## config.mk

```make
export PLATFORM = sky130hd
export DESIGN_NAME = spi_target
export DESIGN_NICKNAME = d
export VERILOG_FILES = /design/src/rtl/spi_target.sv
export SDC_FILE = /design/constraint.sdc
export NUM_CORES = 1
export LEC_CHECK = 0
export CAP_MARGIN = 15
export CORE_UTILIZATION = 45
export CTS_CLUSTER_DIAMETER = 30
export DETAILED_ROUTE_END_ITERATION = 8
export PLACE_DENSITY = 0.67
export SLEW_MARGIN = 15
export SYNTH_ARGS = -nofsm -noshare
export SYNTH_HDL_FRONTEND = slang
export SYNTH_SLANG_ARGS = --single-unit
```

## constraint.sdc

```tcl
create_clock -name clk_i -period 8.2 [get_ports clk_i]
set_input_delay 0.82 -clock clk_i [delete_from_list [all_inputs] [get_ports clk_i]]
set_output_delay 0.82 -clock clk_i [all_outputs]
set_load 0.01 [all_outputs]
```

## src/rtl/spi_target.sv

```systemverilog
`default_nettype none
// spi_target: mode-0 SPI responder. The pad inputs are oversampled on clk_i,
// received bytes go into an RX FIFO and transmitted bytes come from a TX FIFO.
module spi_target #(
  parameter int         RxDepth    = 4,
  parameter int         TxDepth    = 4,
  parameter logic [7:0] TxIdleByte = 8'hFF
) (
  input  logic                       clk_i,
  input  logic                       rst_i,
  input  logic                       cio_sck_i,
  input  logic                       cio_csb_i,
  input  logic                       cio_sd_i,
  output logic                       cio_sd_o,
  output logic                       cio_sd_en_o,
  input  logic [7:0]                 tx_data_i,
  input  logic                       tx_valid_i,
  output logic                       tx_ready_o,
  output logic [7:0]                 rx_data_o,
  output logic                       rx_valid_o,
  input  logic                       rx_ready_i,
  output logic [$clog2(TxDepth):0]   tx_level_o,
  output logic [$clog2(RxDepth):0]   rx_level_o,
  output logic                       busy_o,
  output logic                       rx_overflow_o,
  output logic                       tx_underflow_o,
  output logic                       abort_o
);
  localparam int TW = $clog2(TxDepth) + 1;
  localparam int RW = $clog2(RxDepth) + 1;
  localparam logic [TW-1:0] TxFull = TW'(TxDepth);
  localparam logic [RW-1:0] RxFull = RW'(RxDepth);

  typedef enum logic [0:0] {IDLE, ACTIVE} state_t;
  state_t state, state_next;

  logic sck_q1, sck_q2, sck_d, csb_q1, csb_q2, csb_d, sd_q1, sd_q2;
  logic [1:0] flush;
  logic armed;
  logic [7:0] tx_shift, rx_shift;
  logic [2:0] bit_cnt;
  logic byte_done;
  logic [7:0] tx_mem [TxDepth];
  logic [7:0] rx_mem [RxDepth];
  logic [TW-1:0] tx_wr, tx_rd;
  logic [RW-1:0] rx_wr, rx_rd;

  logic sck_rise, sck_fall, csb_fall, csb_rise;
  logic start_frame, end_frame, tx_load, tx_shift_en, rx_bit;
  logic tx_empty, tx_push, tx_pop, rx_full, rx_complete, rx_pop, rx_push, rx_drop;
  logic [7:0] rx_byte;

  // A CSB fall only counts once CSB has been seen high after the synchronizer
  // has flushed, so a host still mid-frame across a reset is ignored.
  assign sck_rise = sck_q2 & ~sck_d;
  assign sck_fall = ~sck_q2 & sck_d;
  assign csb_fall = armed & csb_d & ~csb_q2;
  assign csb_rise = csb_q2 & ~csb_d;

  assign tx_level_o  = tx_wr - tx_rd;
  assign rx_level_o  = rx_wr - rx_rd;
  assign tx_empty    = (tx_level_o == '0);
  assign tx_ready_o  = (tx_level_o != TxFull);
  assign tx_push     = tx_valid_i & tx_ready_o;
  assign tx_pop      = tx_load & ~tx_empty;
  assign rx_full     = (rx_level_o == RxFull);
  assign rx_valid_o  = (rx_level_o != '0);
  assign rx_data_o   = rx_mem[rx_rd[RW-2:0]];
  assign rx_pop      = rx_valid_o & rx_ready_i;
  assign rx_byte     = {rx_shift[6:0], sd_q2};
  assign rx_complete = rx_bit & (bit_cnt == 3'd7);
  assign rx_push     = rx_complete & (~rx_full | rx_pop);
  assign rx_drop     = rx_complete & rx_full & ~rx_pop;
  assign cio_sd_o    = tx_shift[7];
  assign busy_o      = (state == ACTIVE);

  always_ff @(posedge clk_i) begin
    if (rst_i) state <= IDLE;
    else       state <= state_next;
  end

  always_comb begin
    state_next  = state;
    start_frame = 1'b0;
    end_frame   = 1'b0;
    tx_load     = 1'b0;
    tx_shift_en = 1'b0;
    rx_bit      = 1'b0;
    case (state)
      IDLE: begin
        if (csb_fall) begin
          state_next  = ACTIVE;
          start_frame = 1'b1;
          tx_load     = 1'b1;
        end
      end
      ACTIVE: begin
        if (csb_rise) begin
          state_next = IDLE;
          end_frame  = 1'b1;
        end else if (sck_rise) begin
          rx_bit = 1'b1;
        end else if (sck_fall) begin
          if (bit_cnt == 3'd0 && byte_done) tx_load = 1'b1;
          else                              tx_shift_en = 1'b1;
        end
      end
      default: state_next = IDLE;
    endcase
  end

  always_ff @(posedge clk_i) begin
    if (rst_i) begin
      {sck_q1, sck_q2, sck_d} <= 3'b000;
      {csb_q1, csb_q2, csb_d} <= 3'b111;
      {sd_q1, sd_q2}          <= 2'b00;
      flush          <= 2'b00;
      armed          <= 1'b0;
      tx_shift       <= 8'h00;
      rx_shift       <= 8'h00;
      bit_cnt        <= 3'd0;
      byte_done      <= 1'b0;
      cio_sd_en_o    <= 1'b0;
      rx_overflow_o  <= 1'b0;
      tx_underflow_o <= 1'b0;
      abort_o        <= 1'b0;
      tx_wr          <= '0;
      tx_rd          <= '0;
      rx_wr          <= '0;
      rx_rd          <= '0;
      for (int i = 0; i < TxDepth; i++) tx_mem[i] <= 8'h00;
      for (int i = 0; i < RxDepth; i++) rx_mem[i] <= 8'h00;
    end else begin
      sck_q1 <= cio_sck_i; sck_q2 <= sck_q1; sck_d <= sck_q2;
      csb_q1 <= cio_csb_i; csb_q2 <= csb_q1; csb_d <= csb_q2;
      sd_q1  <= cio_sd_i;  sd_q2  <= sd_q1;
      flush  <= {flush[0], 1'b1};
      armed  <= armed | (flush[1] & csb_q2);

      tx_underflow_o <= tx_load & tx_empty;
      rx_overflow_o  <= rx_drop;
      abort_o        <= end_frame & (bit_cnt != 3'd0);

      if (tx_load)          tx_shift <= tx_empty ? TxIdleByte : tx_mem[tx_rd[TW-2:0]];
      else if (tx_shift_en) tx_shift <= {tx_shift[6:0], 1'b0};

      if (start_frame) begin
        bit_cnt     <= 3'd0;
        byte_done   <= 1'b0;
        cio_sd_en_o <= 1'b1;
      end
      if (end_frame) cio_sd_en_o <= 1'b0;
      if (rx_bit) begin
        rx_shift <= rx_byte;
        bit_cnt  <= bit_cnt + 3'd1;
        if (bit_cnt == 3'd7) byte_done <= 1'b1;
      end

      if (tx_push) begin
        tx_mem[tx_wr[TW-2:0]] <= tx_data_i;
        tx_wr <= tx_wr + 1'b1;
      end
      if (tx_pop) tx_rd <= tx_rd + 1'b1;
      if (rx_push) begin
        rx_mem[rx_wr[RW-2:0]] <= rx_byte;
        rx_wr <= rx_wr + 1'b1;
      end
      if (rx_pop) rx_rd <= rx_rd + 1'b1;
    end
  end
endmodule
`default_nettype wire
```

=== Word level (Yosys, flattened, before mapping) ===
Memory sizes are Yosys's and may differ from the RTL's. A register that Yosys moved wholly into a read port is not among the register bits.
Cells that the tools add are included.
Widths: inputs -> output; s select.

* Muxes and demuxes: 46
* Eq/ne operators: 3
* Bitwise operators: 25
* Add/subtract/negate cells: 7
* Reductions and logical operators: 10

{| class="wikitable"
|+ Operators with widths
! kind !! count
|-
| $mux 8 || 5
|-
| $mux 1 || 31
|-
| $reduce_or 8->1 || 2
|-
| $add 3x1->3 const B || 5
|-
| $and 1x1->1 || 15
|-
| $mux 2 || 6
|-
| $not 1->1 || 8
|-
| $eq 3x3->1 const B || 2
|-
| $logic_not 3->1 || 2
|-
| $mux 3 || 2
|-
| $reduce_bool 3->1 || 2
|-
| $sub 3x3->3 || 2
|-
| $pmux 1 s2 || 2
|-
| $reduce_bool 2->1 || 2
|-
| $ne 3x3->1 const B || 1
|-
| $or 1x1->1 || 2
|-
| $reduce_or 2->1 || 1
|-
| $logic_and 1x1->1 || 1
|}

* Flip-flop bits (word level): 47
* Word-level logic and storage cells: 117
* Bits of input ports: 15
* Memory bits (writable): 64
* Memories kept: 2
* Output and inout bits: 22

{| class="wikitable"
|+ Memory list
! name !! depth !! bits a word !! rd ports !! clocked after memory_dff !! wr ports !! RTL line !! RTL
|-
| rx_mem || 4 || 8 || 1 || 1 || 4 || 44 || <nowiki>logic [7:0] rx_mem [RxDepth];</nowiki>
|-
| tx_mem || 4 || 8 || 1 || 1 || 4 || 43 || <nowiki>logic [7:0] tx_mem [TxDepth];</nowiki>
|}

=== Logic depth before layout (Yosys ltp) ===
* Word-level depth: 12
* Depth in mapped cells: 8
* Gate-level depth less buffers: 8

=== Least setup slack after synthesis ===
No wires, ideal clock.

* Path kind: register -> register
* Start: register tx_wr[0]
* End: memory tx_mem[3][0], enable pin
* Slack: 5.237 ns
* Arrival: 2.576 ns
* Clock period less this slack: 2.963 ns
* Required time: 7.813 ns
* Buffers on the path: 1
* Stages on the path, launching flop included: 8
* Path through: dfxtp_1 inv_1 ha_1 fa_1 xor3_1 a21bo_1 buf_4 o31ai_1

{| class="wikitable"
|+ RTL lines
! item !! RTL line !! RTL
|-
| from (decl) || 45 || <nowiki>logic [TW-1:0] tx_wr, tx_rd;</nowiki>
|-
| from (signal assigned) || 161 || <nowiki>tx_wr <= tx_wr + 1'b1;</nowiki>
|-
| to (decl) || 43 ||
|}

=== Final worst setup path ===
* Start: register tx_wr[0]
* End: output port tx_level_o[2]

* Cells in the longest elaborated chain, start to end: 1

{| class="wikitable"
|+ RTL lines
! item !! RTL line !! RTL
|-
| $sub 3x3->3 || 60 || <nowiki>assign tx_level_o = tx_wr - tx_rd;</nowiki>
|-
| to (decl) || 22 || <nowiki>output logic [$clog2(TxDepth):0] tx_level_o,</nowiki>
|}

Every way passes these cells.

==> flow_summary.json <==
{
  "arrival_ns": 2.71,
  "yosysUniqueCellTypes": 52,
  "relSlewSlack_pct": 49.8,
  "grt_pass1_vias": 3176,
  "via_count": 3001,
  "slew_violations": 0,
  "yosysMostFrequentCell": "and2_1",
  "synth_edf_count": 64,
  "fin_ws_ns": 4.67,
  "async_reset_ff_share_pct": 0,
  "cts_resized": 0,
  "worst_pin_slew_ns": 0.749,
  "cts_setup_buffers": 0,
  "period_share_pct": 43.1,
  "fmax_ghz": 0.283,
  "ys.flop_type": "edfxtp_1",
  "drt_iter0_drc": 105,
  "antenna_found_initial": 0,
  "critPathTopFamily": "buffers and inverters",
  "wl_per_cell_um": 14.9,
  "synth_nets": 417,
  "multiInputGateArea_sq_mm": 0.00201,
  "rsz0062_at_grt": "no",
  "grt_max_degree": 52,
  "fin_setup_tns_ns": 0,
  "layout.nets": 460,
  "start_util_pct": 46.6,
  "fin_skew_ns": 0.00745,
  "core_area_sq_mm": 0.0109,
  "diodes": 0,
  "dr.pass1.iters": 4,
  "path_class": "reg -> out",
  "p_leak_nw": 2.36,
  "drc_errors": 0,
  "cts_hold_buf": 0,
  "rows": 38,
  "worstSetupPathDepth": 5,
  "final_area_sq_mm": 0.00617,
  "hold_path.class": "reg -> reg",
  "stdcell_count": 586,
  "finalHoldViolations": 0,
  "yosysWarnings": 0,
  "via_per_inst": 5.12,
  "ys_top_cells_by_area": "edfxtp_1, dfxtp_1, and2_1",
  "yosys-top-cells-count": "and2_1, edfxtp_1, dfxtp_1",
  "ios": 37,
  "grt-ovfl-total": 0,
  "clk_pin_slew_worst_paths_ns": 0.06,
  "area_growth_pct": 21.6,
  "cts_tree": "done",
  "reg2reg_depth": 7,
  "die_x_um": 108,
  "gp_congestion": 0.783,
  "critPathSlowestCell": "clkdlybuf4s50_1",
  "setup_viol": 0,
  "cp_cell_sequence": "inv_1, ha_1, fa_1, xor3_1, clkdlybuf4s50_1",
  "placed_cells": 554,
  "power_mw": 1.56,
  "powerDensity_mw_per_mm2": 253,
  "finalCriticalPeriod_ns": 3.53,
  "numCtsBuffers": 17,
  "dieArea_sq_mm": 0.0117,
  "regArea_sq_mm": 0.00294,
  "die_h_um": 108,
  "cts_buffer_depth": 2,
  "drive_gt1_share_pct": 15.7,
  "portBuffers": 36,
  "hold_depth": 1,
  "dp_slack_ns": 4.89,
  "routed_wl_mm": 8.76,
  "startpoint_type": "flop",
  "root_buffer": "clkbuf_8",
  "cts_sinks": 115,
  "n_fill_cell": 899,
  "cp_num_buf_inv": 2,
  "yosys.area.top_type_share_pct": 37.9,
  "synth_top_cell_by_area": "edfxtp_1",
  "synth_area_sq_mm": 0.00507,
  "grt_usage_pct": 16.9,
  "ys_seq_area_share_pct": 58.0,
  "critPathRequiredTime_ns": 7.38,
  "syn_area_per_cell_sq_um": 13.0,
  "ant_nets": 0,
  "outcome": "finished clean",
  "max-cap-violations": 0,
  "cp-end-kind": "output pin",
  "dp_hpwl_mm": 6.08,
  "grt_pass1_wl_mm": 14.8,
  "insertion_delay_ns": 0.51,
  "crit_fanout": 6,
  "vdd_drop_max_uv": 161,
  "placed_area_sq_mm": 0.00556,
  "ys_ff_latch": 115,
  "cpPeakStageDelay_ns": 0.58,
  "synthCells": 390,
  "htree_levels": 4
}
## worst reg2reg max path: stages, from the launching register on
cell,delay (ns)
dfxtp_1,0.46
inv_1,0.18
ha_1,0.25
fa_1,0.41
xor3_1,0.29
a21bo_1,0.36
nor4_4,0.41
or2_2,0.33
## cells by family after synthesis
kind of cell / after synthesis / synth area share [%]
simple gates: 156 / 18.9
flops: 115 / 58.0
compound gates: 39 / 5.55
mux: 31 / 10.1
buf+inv: 30 / 2.39
fa+ha+maj: 12 / 3.26
xor+xnor: 7 / 1.78
## power by group
group	switching, mW	total [mW]	internal (mW)
logic	0.0729	0.158	0.0852
registers	0.0200	0.654	0.634
clock network	0.257	0.748	0.491
total	0.350	1.56	1.21
## cell usage in the layout, fill, tap and decap left out, types with 7 or more instances in the layout
master           instances
mux4_2                  16
ha_1                    10
edfxtp_1                64
nor2_1                  24
mux2i_1                 13
dfxtp_1                 51
a21oi_1                  8
clkdlybuf4s50_1         35
clkbuf_16               16
inv_1                   15
nand2_1                 20
and2_1                  67
nor2b_1                 10
a2bb2oi_1                7
o21ai_0                  9
## sequential cells by signal, indices dropped and copies added, names as in the netlist, 7 cells and up, named ones only
signal	flops
tx_shift	8
rx_mem	32
rx_shift	7
tx_mem	32
## worst paths after layout
| kind | from | to | slack [ns] |
|---|---|---|---|
| worst max-delay path | tx_wr[0] | tx_level_o[2] | 4.67 |
| worst min register to register | csb_q1 | csb_q2 | 0.43 |
| worst max register to register | tx_wr[0] | tx_mem[1][1] | 5.22 |
| worst min-delay path | csb_q1 | csb_q2 | 0.43 |
## final cells by class
| class | count | share of cell area, % |
|---|---|---|
| well taps | 140 | 2.84 |
| clock inverters | 14 | 3.04 |
| inverters | 16 | 0.974 |
| repair buffers | 38 | 6.01 |
| flip-flops and latches | 115 | 47.7 |
| multi-input cells | 245 | 32.6 |
| clock buffers | 18 | 6.78 |
## metrics by stage
step	utilization, %	hold slack, ns
3_5_place_dp	51.0	0.420
6_report	56.6	0.427
5_1_grt	56.6	0.448
3_3_place_gp	51.0	0.393
4_1_cts	56.6	0.432
2_1_floorplan	-	0.389
## routing by layer
layer | vias up | GRT usage, % | share of wire, %
li1 | 1490 | - | -
met1 | 1452 | 18.6 | 42
met2 | 50 | 30.1 | 54
met3 | 9 | 5.24 | 3.1
met4 | 0 | 6.85 | 0.99
met5 | - | 0 | 0
(Power assumes the default switching activity.)
